## src/rtl/dft64_framer.sv

```systemverilog
// rtl/dft64_framer.sv - ping-pong 64-sample framer that bursts 8-lane beats to dft64 and waits for done
// Optional watchdog on WAIT_DONE: define DFT64_FRAMER_TIMEOUT_EN.
module dft64_framer #(
  parameter int SAMPLE_W    = 16,
  parameter int LANES       = 8,
  parameter int BEATS       = 8,
  parameter int TIMEOUT_CYC = 6
) (
  input  logic                        clk,
  input  logic                        areset_n,
  input  logic                        in_valid,
  output logic                        in_ready,
  input  logic [SAMPLE_W-1:0]         in_sample,
  output logic [LANES*SAMPLE_W-1:0]   samples,
  output logic                        rel,
  input  logic                        done,
  output logic                        busy,
  output logic [15:0]                 frames_sent,
  output logic                        timeout_err
);

  localparam int FRAME  = LANES * BEATS;
  localparam int IDX_W  = $clog2(FRAME);
  localparam int BEAT_W = $clog2(BEATS);
  localparam int LANE_W = $clog2(LANES);

  typedef enum logic [1:0] {
    IDLE      = 2'd0,
    BURST     = 2'd1,
    WAIT_DONE = 2'd2
  } state_t;

  state_t state, state_nxt;

  logic [SAMPLE_W-1:0]       mem [2*FRAME];
  logic [1:0]                full, full_nxt;
  logic                      wr_bank, rd_bank;
  logic [IDX_W-1:0]          wr_idx;
  logic [BEAT_W-1:0]         beat_cnt;
  logic                      accept, wr_last, release_now, timeout_hit;
  logic                      load_beat;
  logic [LANES*SAMPLE_W-1:0] beat_data;

  // Write side
  assign in_ready = !full[wr_bank];
  assign accept   = in_valid && in_ready;
  assign wr_last  = (wr_idx == IDX_W'(FRAME - 1));

  always_ff @(posedge clk) begin
    if (accept) begin
      mem[{wr_bank, wr_idx}] <= in_sample;
    end
  end

  always_ff @(posedge clk or negedge areset_n) begin
    if (!areset_n) begin
      wr_bank <= 1'b0;
      wr_idx  <= '0;
    end else if (accept) begin
      if (wr_last) begin
        wr_idx  <= '0;
        wr_bank <= ~wr_bank;
      end else begin
        wr_idx  <= wr_idx + 1'b1;
      end
    end
  end

  // Set and clear never hit the same bank: a write needs its bank empty, a release needs it full.
  always_comb begin
    full_nxt = full;
    if (accept && wr_last) full_nxt[wr_bank] = 1'b1;
    if (release_now)       full_nxt[rd_bank] = 1'b0;
  end

  always_ff @(posedge clk or negedge areset_n) begin
    if (!areset_n) full <= 2'b00;
    else           full <= full_nxt;
  end

  // Lane 0 lands in the MSBs of the beat
  always_comb begin
    beat_data = '0;
    for (int l = 0; l < LANES; l++) begin
      beat_data[(LANES-1-l)*SAMPLE_W +: SAMPLE_W] = mem[{rd_bank, beat_cnt, LANE_W'(l)}];
    end
  end

  // Watchdog
`ifdef DFT64_FRAMER_TIMEOUT_EN
  localparam int WAIT_W = $clog2(TIMEOUT_CYC + 1);
  logic [WAIT_W-1:0] wait_cnt;

  assign timeout_hit = (state == WAIT_DONE) && !done && (wait_cnt == WAIT_W'(TIMEOUT_CYC - 1));

  always_ff @(posedge clk or negedge areset_n) begin
    if (!areset_n) begin
      wait_cnt    <= '0;
      timeout_err <= 1'b0;
    end else begin
      if (state == WAIT_DONE) wait_cnt <= wait_cnt + 1'b1;
      else                    wait_cnt <= '0;
      if (timeout_hit) timeout_err <= 1'b1;
    end
  end
`else
  assign timeout_hit = 1'b0;
  assign timeout_err = (TIMEOUT_CYC < 0);
`endif

  assign release_now = (state == WAIT_DONE) && (done || timeout_hit);

  // Read FSM: state register
  always_ff @(posedge clk or negedge areset_n) begin
    if (!areset_n) state <= IDLE;
    else           state <= state_nxt;
  end

  // Read FSM: next state
  always_comb begin
    state_nxt = state;
    case (state)
      IDLE:      if (full[rd_bank]) state_nxt = BURST;
      BURST:     if (beat_cnt == BEAT_W'(BEATS - 1)) state_nxt = WAIT_DONE;
      WAIT_DONE: if (release_now) state_nxt = IDLE;
      default:   state_nxt = IDLE;
    endcase
  end

  // Read FSM: outputs
  always_comb begin
    busy      = (state != IDLE);
    load_beat = (state == BURST);
  end

  // Beat registers, bank pointer and release bookkeeping
  always_ff @(posedge clk or negedge areset_n) begin
    if (!areset_n) begin
      rel         <= 1'b0;
      samples     <= '0;
      beat_cnt    <= '0;
      rd_bank     <= 1'b0;
      frames_sent <= 16'd0;
    end else begin
      rel <= load_beat;
      if (load_beat) begin
        samples  <= beat_data;
        beat_cnt <= beat_cnt + 1'b1;
      end else if (state == IDLE) begin
        beat_cnt <= '0;
      end
      if (release_now) begin
        rd_bank     <= ~rd_bank;
        frames_sent <= frames_sent + 16'd1;
      end
    end
  end

endmodule

```

## config.mk

```make
export PLATFORM = sky130hd
export DESIGN_NAME = dft64_framer
export DESIGN_NICKNAME = d
export VERILOG_FILES = /design/src/rtl/dft64_framer.sv
export SDC_FILE = /design/constraint.sdc
export NUM_CORES = 2
export LEC_CHECK = 0
export CORE_MARGIN = 2
export CORE_UTILIZATION = 62
export DETAILED_ROUTE_END_ITERATION = 12
export PLACE_DENSITY = 0.79
export SLEW_MARGIN = 20
export SYNTH_ARGS = -nofsm -noshare
export SYNTH_HDL_FRONTEND = slang
export SYNTH_SLANG_ARGS = --single-unit
```

## constraint.sdc

```tcl
create_clock -name clk -period 3.1 [get_ports clk]
set_input_delay 0.775 -clock clk [delete_from_list [all_inputs] [get_ports clk]]
set_output_delay 0.775 -clock clk [all_outputs]
set_load 0.02 [all_outputs]
```

# After elaboration in Yosys (flattened, before gate mapping)
# Memory sizes are Yosys's and may differ from the RTL's. A register that Yosys moved wholly into a read port is not among the register bits.
# Index checks and enable logic that the tools add are counted.
[op_classes] addsub=3 bitwise_logic=5 eq_ne=7 mux=19 n_shift=0 n_mul=0 order_cmp=4 div=0 n_reduce_logical=19
[ops] cell="adder 16 x 1 -> 16 bit (second input constant)" count=1
[ops] cell="two-way mux 2 bit" count=5
[ops] cell="zero test 1 bit" count=9
[ops] cell="two-way mux 1 bit" count=8
[ops] cell="adder 6 x 1 -> 6 bit (second input constant)" count=1
[ops] cell="equality test 6 bit (second input constant)" count=1
[ops] cell="two-way mux 3 bit" count=2
[ops] cell="two-way mux 6 bit" count=1
[ops] cell="one-hot mux 2 bit (3 select lines)" count=1
[ops] cell="logical AND 1 bit" count=5
[ops] cell="< comparator 1 x 2 -> 1 bit (second input constant)" count=2
[ops] cell="!= test 2 bit (second input constant)" count=2
[ops] cell="nonzero test 2 bit" count=2
[ops] cell="adder 3 x 1 -> 3 bit (second input constant)" count=1
[ops] cell="equality test 3 bit (second input constant)" count=1
[ops] cell="AND reduction 3 bit" count=1
[ops] cell="bitwise AND 2 bit" count=1
[ops] cell="demux 1 bit (select 1 bit)" count=2
[ops] cell="equality test 2 x 1 -> 1 bit (second input constant)" count=1
[ops] cell="equality test 2 bit (second input constant)" count=1
[ops] cell="greater-or-equal comparator 1 bit (second input constant)" count=2
[ops] cell="zero test 2 bit" count=1
[ops] cell="!= test 2 x 1 -> 1 bit (second input constant)" count=1
[ops] cell="NOT 1 bit" count=2
[ops] cell="other kinds (3)" count=3
[totals] out_inout_bits=148 mem_bits_ro=0 mem_count=1 latch_bits=0 word_cells=66 in_bits=20 register_bits=32 ram_bits=2048
[memory_table] memory="mem" depth=128 width=16 rd=8 rd_ports_with_merged_regs=8 wr=1 line="35" text="logic [SAMPLE_W-1:0] mem [2*FRAME];"

# Depth between registers and ports, before layout
[logic_depth] word_depth=8 ltp_mapped=9 mapped_depth_nobuf=5

# Worst setup path after synthesis
# Ideal clock, no wire load.
[synth_timing] path_type="register -> register" start="register wr_bank" end="memory mem[73][0] (enable)" arrival_time_ns=2.387 t_required_ns=2.711 path_slack_ns=0.324 setup_time_ns=0.389 stages_incl_launch_ff=7 synth_period_minus_slack_ns=2.776 n_path_buf=2 path_cell_list="dfrtp_1 mux2i_2 nand2_1 or4b_1 buf_2 buf_6 nor2_1"
[synth_via] elab_chain_cells=6
[synth_rtl] item="from (decl)" line="37" text="logic wr_bank, rd_bank;"
[synth_rtl] item="from (signal assigned)" line="62" text="wr_bank <= ~wr_bank;"
[synth_rtl] item="two-way mux 1 bit (not written as such) (2 in a row)" line="45" text="assign in_ready = !full[wr_bank];"
[synth_rtl] item="zero test 1 bit" line="45"
[synth_rtl] item="net in_ready" line="12" text="output logic in_ready,"
[synth_rtl] item="logical AND 1 bit" line="46" text="assign accept = in_valid && in_ready;"
[synth_rtl] item="two-way mux 1 bit" line="50" text="if (accept) begin"
[synth_rtl] item="two-way mux 1 bit (not written as such)" line="51" text="mem[{wr_bank, wr_idx}] <= in_sample;"
[synth_rtl] item="to (decl)" line="35"
# The timed path passes the listed nets, and every way through them passes these cells. The select of a mux whose other input is x is not followed.

# Final worst setup path
[layout_timing] start="register state[0]" end="output port busy"
[layout_via] elab_chain_cells=1
[layout_rtl] item="from (decl)" line="33" text="state_t state, state_nxt;"
[layout_rtl] item="from (signal assigned)" line="116" text="else state <= state_nxt;"
[layout_rtl] item="nonzero test 2 bit" line="132" text="busy = (state != IDLE);"
[layout_rtl] item="to (decl)" line="17" text="output logic busy,"
# No other way between the ends.

==> metrics.log <==
[metrics] iteration-0 DRC count of the detailed router: 7,623
[metrics] endpoint required time on the critical path: 2.32 ns
[metrics] buffer and inverter count on the worst path: 1
[metrics] effective utilization at floorplan: 62.46%
[metrics] cell area after synthesis: 84,610 sq um
[metrics] number of standard-cell rows in the floorplan: 135
[metrics] die outline height: 373.4 um
[metrics] first-pass GRT wire length: 331,500 um
[metrics] Max FO, Critical Path: 8
[metrics] end of the worst register-to-register path: samples[80]
[metrics] number of max-cap violations: 0
[metrics] initial antenna violation count: 8
[metrics] Crit. End Element: output pin
[metrics] register bit total from synthesis: 2,208
[metrics] DPL Wire Length: 140,500 um
[metrics] H-Tree Level Count: 4
[metrics] Clock Sink Count: 2,208
[metrics] Worst path slowest cell: clkdlybuf4s50_1
[metrics] final WL: 232,300 um
[metrics] placed insts: 6,908
[metrics] final antenna-violating net count: 0
[metrics] synthesized instance count: 4,880
[metrics] # fillers: 7,653
[metrics] area growth from synthesis to layout: 15.72%
[metrics] final hold vios: 0
[metrics] internal reg-to-reg setup slack: 0.26 ns
[metrics] final design instance area without fill: 97,910 sq um
[metrics] RR Startpoint: beat_cnt[2]
[metrics] setup slack of the critical path after layout: 0.05053 ns
[metrics] total nets after synthesis: 4,904
[metrics] run status: complete, no violations
[metrics] Wirelength per Cell: 31.91 um
[metrics] maximum clock path buffer count: 3
[metrics] Final Skew: 0.02743 ns
[metrics] vias in the first global route: 47,450
[metrics] placed cell area: 91,400 sq um
[metrics] Setup Total Neg Slack: 0 ns
[metrics] Arr. time, crit path: 2.27 ns
[metrics] reg2reg path depth: 5
[metrics] CTS tree: done
[metrics] Final Wtd Congestion: 0.8932
[metrics] clock-pin slew on the worst setup and hold paths: 0.06 ns
[metrics] worst-case hold slack: 0.4205 ns
[metrics] post-route clock period utilization: 98.37%
[metrics] transition time of the tightest slew-check pin: 1.104 ns
[metrics] non-filler cells, final: 7,279
[metrics] Warnings, synthesis: 0
[metrics] layout cell share with drive strength beyond 1: 14.36%
[metrics] Final Power: 73.99 mW
[metrics] count of pins over their slew limit: 0
[metrics] total number of nets in the final design: 5,354
[metrics] utilization after layout: 72.28%
[metrics] Final setup viols: 0
[metrics] highest clock rate: 327.9 MHz
[metrics] path type of the worst min-delay path: in2reg
[metrics] die width: 373.4 um
[metrics] leak pwr: 30.62 nW
[metrics] critical path's largest stage delay: 0.57 ns
[metrics] hold wc startpoint: in_sample[5]
[metrics] number of top-level design ports: 168
[metrics] floorplan core area: 135,500 sq um
[metrics] cells traversed along the worst timing path: or2_2 > clkdlybuf4s50_1
[metrics] unrepaired setup endpoints after global routing: no
[metrics] number of input and output port buffers inserted: 166
[metrics] post-synthesis area per instance: 17.34 sq um
[metrics] via density per instance: 6.710
[metrics] sequential fraction of the synthesis area: 77.42%
[metrics] distinct cell type count after synthesis: 47
[metrics] pin count of the biggest net entering global routing: 129
[metrics] CP startpoint: state[0]
[metrics] leftover overflow at the end of global routing: 0
[metrics] worst setup path endpoint: busy
[metrics] later-pin clock latency in the skew report: 0.83 ns
[metrics] worst IR drop on VDD: 569.9 uV
[metrics] detailed-route via count: 48,840
[metrics] overall die area: 139,400 sq um
[metrics] Crit Path Class: reg2out
[metrics] final routed DRC violation total: 0
[metrics] global-route usage over all layers: 33.16%
[metrics] number of iterations in the first detailed-routing pass: 6
[metrics] Clock Tree Root: clkbuf_16
[metrics] headroom to the max-slew limit: 26.19%
[metrics] number of CTS-inserted buffers: 199
[metrics] Crit path depth: 2
[metrics] crit start category: flop
[metrics] Min Clock Period, post-route: 3.049 ns
[metrics] power per standard cell area: 755.7 nW/um^2
[metrics] Crit path max-delay family: buffers and inverters
[metrics] DP Worst Slack: 0.1309 ns
[power by group]
group	leakage, nW	internal (mW)	total (mW)	switching, mW
Combinational	6.95	5.88	14.7	8.83
Clock	3.14	14.0	24.5	10.5
Sequential	20.5	33.7	34.8	1.12
Total	30.6	53.5	74.0	20.4
[what timing repair did]
action | 4_1_cts | 5_1_grt
buffers inserted | 1 | 0
hold endpoints to repair | 47 | 0
resized for setup | 3 | 0
hold buffers | 1 | 0
endpoints found under the setup margin | 1 | 0
[how the worst min path moves through the flow]
stage                       end  slack, ns  depth (start not counted)
global route         mem[40][5]       0.40                          1
CTS                  mem[41][5]       0.37                          1
floorplan           beat_cnt[0]       0.48                          0
global placement    samples[89]       0.47                          2
detailed placement  samples[89]       0.47                          2
finish               mem[24][5]       0.42                          1
[layout by cell type (no fill, tap or decap), types with 79 or more instances in the layout]
master           count
nor2_1             334
clkbuf_16          205
dfrtp_1            156
edfxtp_1          2048
nand2_1            117
buf_12             103
nor4_1             156
buf_4              290
nor3_1              79
o22ai_1            268
clkdlybuf4s50_1    148
mux2i_1            956
[state kept, by name, summed over array words and instances (netlist names)]
register	count
state	2
wr_idx	6
full	2
mem	2048
rel	1
wr_bank	1
rd_bank	1
frames_sent	16
samples	128
beat_cnt	3
[Yosys cell counts, drive strengths merged]
master	instances	area, sq um
o22ai	268	1677
a211oi	2	15.01
conb	1	3.750
nor3	79	395.4
mux4	34	765.7
xor2	3	26.28
inv	2	7.500
nand3	51	255.2
mux2	1	11.26
a22oi	66	495.5
or2	3	18.77
nand2b	5	31.28
a32oi	25	219.0
a22o	2	17.52
a31oi	1	6.260
nor2	388	1481
nand2	120	450.4
o211ai	1	7.510
nand3b	4	30.03
nand4	15	93.84
and3	3	18.77
a21oi	68	340.3
ha	4	50.05
o22a	1	8.760
or4b	2	20.02
o31ai	18	135.1
xnor2	17	148.9
clkbuf	133	500.5
and2	6	37.54
and4	1	8.760
mux2i	957	9583
nand4b	3	26.28
o21ai	61	305.3
dfrtp	160	4004
nor4	156	975.9
nor2b	9	56.30
buf	162	880.8
edfxtp	2048	61500
[final cells by class]
type,count,area (sq um),share of cell area [%]
timing repair buffer,544,5754,5.877
clock inverter,94,930.9,0.9508
multi-input combinational,2375,17910,18.30
clock buffer,271,5548,5.666
sequential,2208,65520,66.91
tap,1781,2228,2.276
inverter,2,10.01,0.01022
antenna,4,10.01,0.01022
[layer usage]
metal | track usage (%) | part of all wire (%) | routed length [um] | up-vias
met4 | 14.50 | 4.8 | 11190 | 2
met3 | 8.092 | 13 | 29510 | 573
met1 | 45.25 | 36 | 83030 | 24430
li1 | - | - | - | 20140
met5 | 0 | 0.0082 | 19 | -
met2 | 51.52 | 47 | 108500 | 3705
[cells by family (layout without fill, tap and decap cells)]
group / count (synthesis) / count (layout) / share of synthesized area (%)
xor gates and xnor gates: 20 / 20 / 0.2070
adders and majority gates: 4 / 4 / 0.05916
buffers and inverters: 297 / 911 / 1.641
DFF: 2208 / 2208 / 77.42
AOI/OAI and AO/OA: 513 / 513 / 3.814
and+or+nand+nor: 845 / 845 / 4.610
muxes: 992 / 992 / 12.24
other: 1 / 5 / 0.004432
(Power assumes the default switching activity.)
